`src/rtl/tftp_field_decode.sv`:
```
// ============================================================================
// Module   : tftp_field_decode
// Purpose  : Skips SKIP_BYTES of a frame, then captures a big-endian
//            FIELD_BYTES-wide field; optional compare under FIELD_CMP_EN.
// Revision : 1.0  initial release
// ============================================================================
`default_nettype none

module tftp_field_decode #(
    parameter int FIELD_BYTES = 2,
    parameter int SKIP_BYTES  = 0
) (
    input  logic                     clk,
    input  logic                     reset,
    input  logic                     start,
    input  logic                     en,
    input  logic [7:0]               eth_data,
    input  logic                     frame_end,
    output logic [8*FIELD_BYTES-1:0] field_value,
    output logic                     field_valid,
    output logic                     field_done,
    output logic                     field_short
`ifdef FIELD_CMP_EN
    ,
    input  logic [8*FIELD_BYTES-1:0] expect_value,
    output logic                     field_match
`endif
);

    localparam int C_FW   = 8 * FIELD_BYTES;
    localparam int C_MAXB = (SKIP_BYTES > FIELD_BYTES) ? SKIP_BYTES : FIELD_BYTES;
    localparam int C_CW   = $clog2(C_MAXB + 1);

    localparam logic [1:0] S_IDLE    = 2'd0;
    localparam logic [1:0] S_SKIP    = 2'd1;
    localparam logic [1:0] S_CAPTURE = 2'd2;
    localparam logic [1:0] S_DONE    = 2'd3;
    localparam logic [1:0] S_INIT    = (SKIP_BYTES > 0) ? S_SKIP : S_CAPTURE;

    logic [1:0]      r_state, w_state_next;
    logic [C_CW-1:0] r_cnt, w_cnt_next;
    logic [C_FW-1:0] r_value, w_value_next;
    logic            r_valid, w_valid_next;
    logic            r_done, w_done_next;
    logic            r_short, w_short_next;
    logic            r_match, w_match_next;

    // start restarts the frame first; the coincident en byte then acts on the fresh context
    logic [1:0]      w_cur_state;
    logic [C_CW-1:0] w_cur_cnt;
    logic [C_FW-1:0] w_cur_value;
    logic            w_byte_done;
    logic            w_short;

    assign w_cur_state = start ? S_INIT : r_state;
    assign w_cur_cnt   = start ? '0 : r_cnt;
    assign w_cur_value = start ? '0 : r_value;
    assign w_byte_done = (w_cur_state == S_CAPTURE) && en &&
                         (w_cur_cnt == C_CW'(FIELD_BYTES - 1));
    assign w_short     = !start && frame_end && !w_byte_done &&
                         ((r_state == S_SKIP) || (r_state == S_CAPTURE));

    always_ff @(posedge clk or posedge reset) begin
        if (reset) begin
            r_state <= S_IDLE;
            r_cnt   <= '0;
            r_value <= '0;
            r_valid <= 1'b0;
            r_done  <= 1'b0;
            r_short <= 1'b0;
            r_match <= 1'b0;
        end else begin
            r_state <= w_state_next;
            r_cnt   <= w_cnt_next;
            r_value <= w_value_next;
            r_valid <= w_valid_next;
            r_done  <= w_done_next;
            r_short <= w_short_next;
            r_match <= w_match_next;
        end
    end

    always_comb begin
        w_state_next = w_cur_state;
        w_cnt_next   = w_cur_cnt;
        case (w_cur_state)
            S_SKIP: begin
                if (en) begin
                    if (w_cur_cnt == C_CW'(SKIP_BYTES - 1)) begin
                        w_state_next = S_CAPTURE;
                        w_cnt_next   = '0;
                    end else begin
                        w_cnt_next = w_cur_cnt + 1'b1;
                    end
                end
            end
            S_CAPTURE: begin
                if (w_byte_done) begin
                    w_state_next = S_DONE;
                    w_cnt_next   = '0;
                end else if (en) begin
                    w_cnt_next = w_cur_cnt + 1'b1;
                end
            end
            default: ;
        endcase
        if (w_short) begin
            w_state_next = S_IDLE;
            w_cnt_next   = '0;
        end
    end

    always_comb begin
        w_value_next = w_cur_value;
        w_valid_next = start ? 1'b0 : r_valid;
        w_done_next  = 1'b0;
        w_short_next = w_short;
        w_match_next = start ? 1'b0 : r_match;
        if ((w_cur_state == S_CAPTURE) && en)
            w_value_next = (w_cur_value << 8) | C_FW'(eth_data);
        if (w_byte_done) begin
            w_valid_next = 1'b1;
            w_done_next  = 1'b1;
`ifdef FIELD_CMP_EN
            w_match_next = (w_value_next == expect_value);
`endif
        end
        if (w_short) begin
            w_value_next = '0;
            w_match_next = 1'b0;
        end
    end

    assign field_value = r_value;
    assign field_valid = r_valid;
    assign field_done  = r_done;
    assign field_short = r_short;
`ifdef FIELD_CMP_EN
    assign field_match = r_match;
`else
    logic w_unused;
    assign w_unused = r_match;
`endif

endmodule

`default_nettype wire

```
`config.mk`:
```
export PLATFORM = sky130hd
export DESIGN_NAME = tftp_field_decode
export DESIGN_NICKNAME = d
export VERILOG_FILES = /design/src/rtl/tftp_field_decode.sv
export SDC_FILE = /design/constraint.sdc
export NUM_CORES = 1
export LEC_CHECK = 0
export CAP_MARGIN = 15
export CORE_MARGIN = 2
export CORE_UTILIZATION = 40
export DETAILED_ROUTE_END_ITERATION = 8
export PLACE_DENSITY = 0.68
export SETUP_SLACK_MARGIN = 0.05
export SLEW_MARGIN = 15
export SYNTH_ARGS = -nofsm -noshare
export SYNTH_HDL_FRONTEND = slang
export SYNTH_SLANG_ARGS = --single-unit
```
`constraint.sdc`:
```
create_clock -name clk -period 2.3 [get_ports clk]
set_input_delay 0.46 -clock clk [delete_from_list [all_inputs] [get_ports clk]]
set_output_delay 0.46 -clock clk [all_outputs]
set_load 0.02 [all_outputs]
```
==> reports/results.ini, run 1 <==
[run]
cap_violations = 0

[grt]
grt_pass1_vias = 1022
track_usage_pct = 17.8
grt_overflow = 0
grt_max_degree = 24
antenna_found_initial = 0
grt_pass1_wl_mm = 4.60

[synth]
yosysTopAreaCellShare_pct = 49.0
synth_cell_types = 35
synth_ff_type = dfrtp_1
synthAdderAreaFrac_pct = 3.19
ys_seq_area_share_pct = 49.0
synth_compound_area_share_pct = 21.0
ys_ff_latch = 23
synthTopCellsByArea = dfrtp_1 49%, nand3_1 6.8%, o2bb2ai_1 6.0%, a22oi_1 5.1%, o22ai_1 4.3%
ys_top_cells_by_count = 23 x dfrtp_1, 16 x nand3_1, 8 x a22oi_1, 8 x o22ai_1, 8 x o2bb2ai_1
synth_edf_count = 0
avgSynthCellArea_um2 = 11.0
synth.most_common_cell = dfrtp_1
synth_top_family_by_area = compound AO/OA/AOI/OAI gates
syn_inst = 107
synth_fp_nets = 123
async_flop_share_pct = 100
yosys.area.top_type = dfrtp_1
syn_area_mm2 = 0.00117
synthXorXnorAreaFrac_pct = 2.13
ys.warnings.count = 0
synthSimpleGateAreaFrac_pct = 18.3
synth_mux_area_share_pct = 0.958

[placement]
dp_hpwl_mm = 1.98
port_buffers = 31
gp_congestion = 0.732

[finish]
syn2layout_area_growth_pct = 38.1
final_nets = 168
layout.area.seq_um2 = 576
finish.utilization_pct = 58.3
fillers = 252
multiInputGateArea_um2 = 536
drive_above_1_share_pct = 19.2
diodes = 0

[cts]
cts_tree = done
clock-sinks = 23
cts_buffer_depth = 2
cts_max_level = 1
worstSkewPairLatency_ns = 0.32
postCtsSetupBuffers = 0
cts_resized = 0
hold_buffers = 0
cts_buffers = 3
clockRootBuffer = clkbuf_4
path_clk_slew_ns = 0.13

[critical_path]
r2r_cells = 5
ff2ff_setup_slack_ns = 0.52
worstReg2RegEnd = r_cnt[0]$_DFF_PP0_
path_max_fanout = 8
endpoint_kind = flip-flop
required_ns = 2.55
start_kind = input port
r2r-start = r_state[1]$_DFF_PP0_
critPathKind = in -> reg
worstPathArrival_ns = 2.22

[status]
status = completed

[die]
ios = 32
dieHeight_um = 58.2
coreArea_mm2 = 0.00278
die-area_mm2 = 0.00339
rows = 19
fp.dieW_um = 58.2
initial_core_util_pct = 42.2

[pwr]
power.leakage_uw = 0.000693
intPower_uw = 896
switching_share_pct = 38.0
pwr-share-comb_pct = 47.7
peakVddDrop_v = 0.000483
power_density_mw_per_mm2 = 890
pwr-share-seq_pct = 39.2
netSwitchingPower_uw = 549
p_clk_share_pct = 13.2

[timing]
clock_skew_ns = 0.00370
setup-tns-final_ns = 0
final.period_utilization_pct = 85.7
max_freq_mhz = 507
min_period_ns = 1.97
rsz0062_at_grt = false
finalHoldViolations = 0
relSlewSlack_pct = 66.4
setup_viol = 0
worst_pin_slew_ns = 0.502
timing.hold.ws_ns = 0.461
drv_slew = 0

[detailed_routing]
vias_per_cell = 5.63
vias = 1024
drt-initial-drc-count = 16
drt_pass1_iterations = 4
remaining_drc_errors = 0
wl_mm = 2.66
wl_per_cell_um = 14.6
drtAntennaViolNets = 0

[min_path]
min-delay-path-class = in -> async

-- sequential cells by signal, summed over array words and instances, names as in the netlist --
name,cells
field_value,16
r_cnt,2
r_state,2
field_done,1
field_short,1
field_valid,1
-- worst max path at each step --
stage / start / end / slack, ns
5_1_grt: start / field_value[6]$_DFF_PP0_ / 0.19
2_1_floorplan: start / r_cnt[1]$_DFF_PP0_ / 0.43
3_3_place_gp: start / r_cnt[1]$_DFF_PP0_ / 0.04
6_report: start / field_value[6]$_DFF_PP0_ / 0.33
4_1_cts: start / field_value[1]$_DFF_PP0_ / 0.34
3_5_place_dp: start / field_value[1]$_DFF_PP0_ / -0.01
-- per-stage QoR --
| stage | power, µW | setup WS, ns | area (µm²) | cells |
|---|---|---|---|---|
| after floorplan | 978 | 0.426 | 1170 | 107 |
| after global placement | 1250 | 0.0418 | 1600 | 178 |
| after detailed placement | 1260 | -0.0125 | 1600 | 178 |
| after CTS | 1460 | 0.338 | 1620 | 182 |
| after global routing | 1540 | 0.194 | 1620 | 182 |
| final | 1440 | 0.329 | 1620 | 182 |
-- worst max-delay path, cell delays in order --
cell and delay [ns]:
clkdlybuf4s50_1 0.50, buf_4 0.14, inv_2 0.04, nand2_1 0.08
ha_1 0.21, buf_4 0.14, nand2_2 0.05, nor2_1 0.42
o2bb2ai_1 0.18
-- cell families after synthesis --
kind of cell	count (synthesis)
AND/OR/NAND/NOR	35
AO/OA/AOI/OAI	32
flip-flops	23
buffers and inverters	11
adder cells (fa/ha/maj)	3
XOR/XNOR	2
multiplexers	1
-- area by class of cell --
type                       instances  share of cell area [%]
multi-input combinational         73                    33.0
clock buffer                       3                    1.39
inverter                           4                   0.925
timing repair buffer              47                    26.5
tap                               31                    2.39
clock inverter                     1                   0.308
sequential                        23                    35.5
-- power by group through the flow --
stage	clock, µW	sequential, µW	combinational (µW)
3_3_place_gp	0	572	677
3_5_place_dp	0	573	689
4_1_cts	202	565	692
2_1_floorplan	0	642	336
6_report	190	566	689
5_1_grt	216	578	747
-- layer usage --
metal	vias up	GRT usage (%)	routed length (µm)	part of all wire (%)
li1	499	-	-	-
met5	-	0	0	0
met2	23	27.8	1240	47
met3	4	2.68	112	4.2
met1	498	24.4	1260	47
met4	0	7.97	40	1.5
-- cells in the final DEF (no fill, tap or decap) --
cell / n
a2111oi_2: 1
a211oi_1: 2
a21o_1: 1
a21oi_1: 1
a221oi_1: 1
a22oi_1: 8
a311oi_1: 1
a31oi_1: 1
and2_0: 1
and3_4: 1
buf_4: 16
clkbuf_4: 3
clkdlybuf4s50_1: 31
clkinv_2: 1
dfrtp_1: 23
ha_1: 3
inv_1: 3
inv_2: 1
mux2_2: 1
nand2_1: 2
nand2_2: 1
nand2b_1: 1
nand3_1: 16
nand4b_1: 1
nor2_1: 2
nor2b_1: 3
nor3_1: 4
nor3b_2: 1
nor4b_4: 1
o22ai_1: 8
o2bb2ai_1: 8
or2_2: 1
xnor2_1: 1
xnor2_2: 1
Power figures use the tool's default switching activity.
==> run 2, diff against run 1 <==
- PLACE_DENSITY: 0.68 -> 0.71
- REMOVE_ABC_BUFFERS: unset -> 1
- clock period: 2.3 -> 1.7 ns (I/O delays scaled with it)
==> run 2 against run 1 <==
Against the previous run:
- highest routed layer unchanged
- hold slack lost 0.14 ns
- setup slack got worse by 0.22 ns
- flip-flop and latch count stayed put
- design area grew 7.7%
- core utilization up 4.5 points
- sequential power increased by 33%
- global-route usage up 0.93 points
- clock skew up 0.0024 ns
- count of clock-buffer cells in the layout unchanged
- power increased by 43%
==> reports/results.ini, run 2 (synthesis gave the netlist of run 1 again) <==
[finish]
drive_above_1_share_pct = 28.7  ; +9.5 points
diodes = 0  ; unchanged
fillers = 225  ; -11%
largest_reg_flops = 16  ; unchanged
multiInputGateArea_um2 = 592  ; +11%
final_cell_mix = 23 x dfrtp_1, 22 x buf_4, 16 x nand3_1, 16 x dlygate4sd2_1, 11 x clkdlybuf4s50_1
layout.area.seq_um2 = 576  ; unchanged
syn2layout_area_growth_pct = 48.8
final_common_cell = dfrtp_1
finish.utilization_pct = 62.8  ; +4.5 points
final_nets = 177  ; +5.4%

[die]
coreArea_mm2 = 0.00278  ; unchanged
fp.dieW_um = 58.2  ; unchanged
die-area_mm2 = 0.00339  ; unchanged
rows = 19  ; unchanged
initial_core_util_pct = 42.2  ; unchanged
ios = 32  ; unchanged
dieHeight_um = 58.2  ; unchanged

[grt]
grt_pass1_wl_mm = 4.80  ; +4.3%
grt_max_degree = 24  ; unchanged
track_usage_pct = 18.7  ; +0.93 points
antenna_found_initial = 0  ; unchanged
grt_overflow = 0  ; unchanged
grt_pass1_vias = 1062  ; +3.9%

[pwr]
power.leakage_uw = 0.000881  ; +27%
peakVddDrop_v = 0.000751  ; +55%
p_clk_share_pct = 13.4  ; +0.2 points
pwr-share-comb_pct = 50.0  ; +2.3 points
pwr-share-seq_pct = 36.6  ; -2.6 points
power_density_mw_per_mm2 = 1180  ; +33%
switching_share_pct = 39.0  ; +1.0 points
netSwitchingPower_uw = 805  ; +47%
intPower_uw = 1260  ; +41%

[critical_path]
endpoint_kind = flip-flop
critPathKind = reg -> reg
r2r_cells = 5  ; unchanged
worstPathArrival_ns = 1.85  ; -0.37 ns
ff2ff_setup_slack_ns = 0.11  ; -0.41 ns
cp_slowest_stage_delay_ns = 0.41  ; -0.09 ns
start_kind = flip-flop
path_max_fanout = 3  ; -5
slowest_stage = dfrtp_1
required_ns = 1.96  ; -0.59 ns
path_cells = or2_4 -> ha_4 -> nor2b_2 -> mux2_2 -> nor3_1

[detailed_routing]
remaining_drc_errors = 0  ; unchanged
vias_per_cell = 5.77  ; +2.6%
drt_pass1_iterations = 4  ; unchanged
wl_mm = 2.97  ; +12%
drtAntennaViolNets = 0  ; unchanged
wl_per_cell_um = 15.5  ; +6.4%
drt-initial-drc-count = 31  ; +15
met1_length_mm = 1.29  ; +2.1%
wl_met2_mm = 1.42  ; +14%
routed.top_layer = met4
vias = 1103  ; +7.7%
wl_met3_um = 171  ; +53%

[cts]
cts_buffers = 3  ; unchanged
cts_tree = done
worstSkewPairLatency_ns = 0.33  ; about the same
path_clk_slew_ns = 0.14  ; about the same
clockRootBuffer = clkbuf_4
clock-sinks = 23  ; unchanged
cts_max_level = 1  ; unchanged
cts_buffer_depth = 2  ; unchanged

[timing]
rsz0062_at_grt = true
finalHoldViolations = 0  ; unchanged
setup-tns-final_ns = 0  ; unchanged
min_period_ns = 1.59
drv_slew = 0  ; unchanged
relSlewSlack_pct = 77.9  ; +11 points
clock_skew_ns = 0.00606  ; +0.00236 ns
setup_viol = 0  ; unchanged
max_freq_mhz = 628
worst_pin_slew_ns = 0.332  ; -0.170 ns
final.period_utilization_pct = 93.7
timing.hold.ws_ns = 0.321  ; -0.140 ns

[min_path]
min-delay-path-class = in -> async

[run]
cap_violations = 0  ; unchanged

[placement]
port_buffers = 31  ; unchanged
dp_hpwl_mm = 2.02  ; +1.8%
gp_congestion = 0.835  ; +14%

[status]
status = completed

==> run 2: changes by cell type in the layout (fill, tap and decap cells not counted), moves of 2 or more <==
cell and delta:
dlymetal6s2s_1 +4, buf_4 +6, ha_1 -2, ha_4 +2, dlygate4sd2_1 +16, buf_6 +3, nor2b_1 -2, clkdlybuf4s50_1 -20
==> run 2: path summary, 6_finish.rpt <==
path                                          from                          end
setup / recovery              r_state[1]$_DFF_PP0_           r_cnt[1]$_DFF_PP0_
hold / removal                               reset  field_value[11]$_DFFE_PP0P_
setup reg to reg              r_state[1]$_DFF_PP0_           r_cnt[1]$_DFF_PP0_
hold reg to reg            field_valid$_DFFE_PP0P_      field_valid$_DFFE_PP0P_
max in group asynchronous                    reset           r_cnt[1]$_DFF_PP0_
min in group clk           field_valid$_DFFE_PP0P_      field_valid$_DFFE_PP0P_
==> run 2: layout make-up <==
cell class                 count  share of cell area (%)
clock buffer                   3                    1.29
inverter                       4                   0.859
timing repair buffer          56                    28.6
sequential                    23                    32.9
multi-input combinational     73                    33.9
clock inverter                 1                   0.286
tap                           31                    2.22
==> run 2: what timing repair did <==
action | CTS | global route
gates resized for setup | 25 | 10
hold buffers | 0 | 0
setup endpoints to repair | 36 | 17
pin swaps | 4 | 2
setup buffers | 4 | 2
==> run 2: power groups by stage <==
stage          clock, µW  sequential [µW]  combinational, µW
6_report             277              755               1030
5_1_grt              300              773               1120
4_1_cts              276              760                968
3_5_place_dp           0              770                966
3_3_place_gp           0              768                949
2_1_floorplan          0              869                403
==> run 2: stage by stage <==
stage / total power (µW) / cells / setup slack, ns / cell area, µm²
2_1_floorplan: 1270 / 100 / -0.111 / 1130
3_3_place_gp: 1720 / 181 / -0.406 / 1620
3_5_place_dp: 1740 / 181 / -0.463 / 1620
4_1_cts: 2000 / 189 / 0.0522 / 1690
5_1_grt: 2190 / 191 / 0.0308 / 1750
6_report: 2060 / 191 / 0.108 / 1750
==> run 2: layer usage <==
metal  GRT usage, %  up-vias
met2           29.5       44
met4           10.3        0
met5              0        -
met1           24.8      537
met3           2.46        7
li1               -      515
==> run 2: worst max-delay path, delay by kind of cell (launching register included) <==
family | cells | cell delay (ns)
flops | 1 | 0.41
mux | 1 | 0.34
fa+ha+maj | 1 | 0.25
simple gates | 3 | 0.52
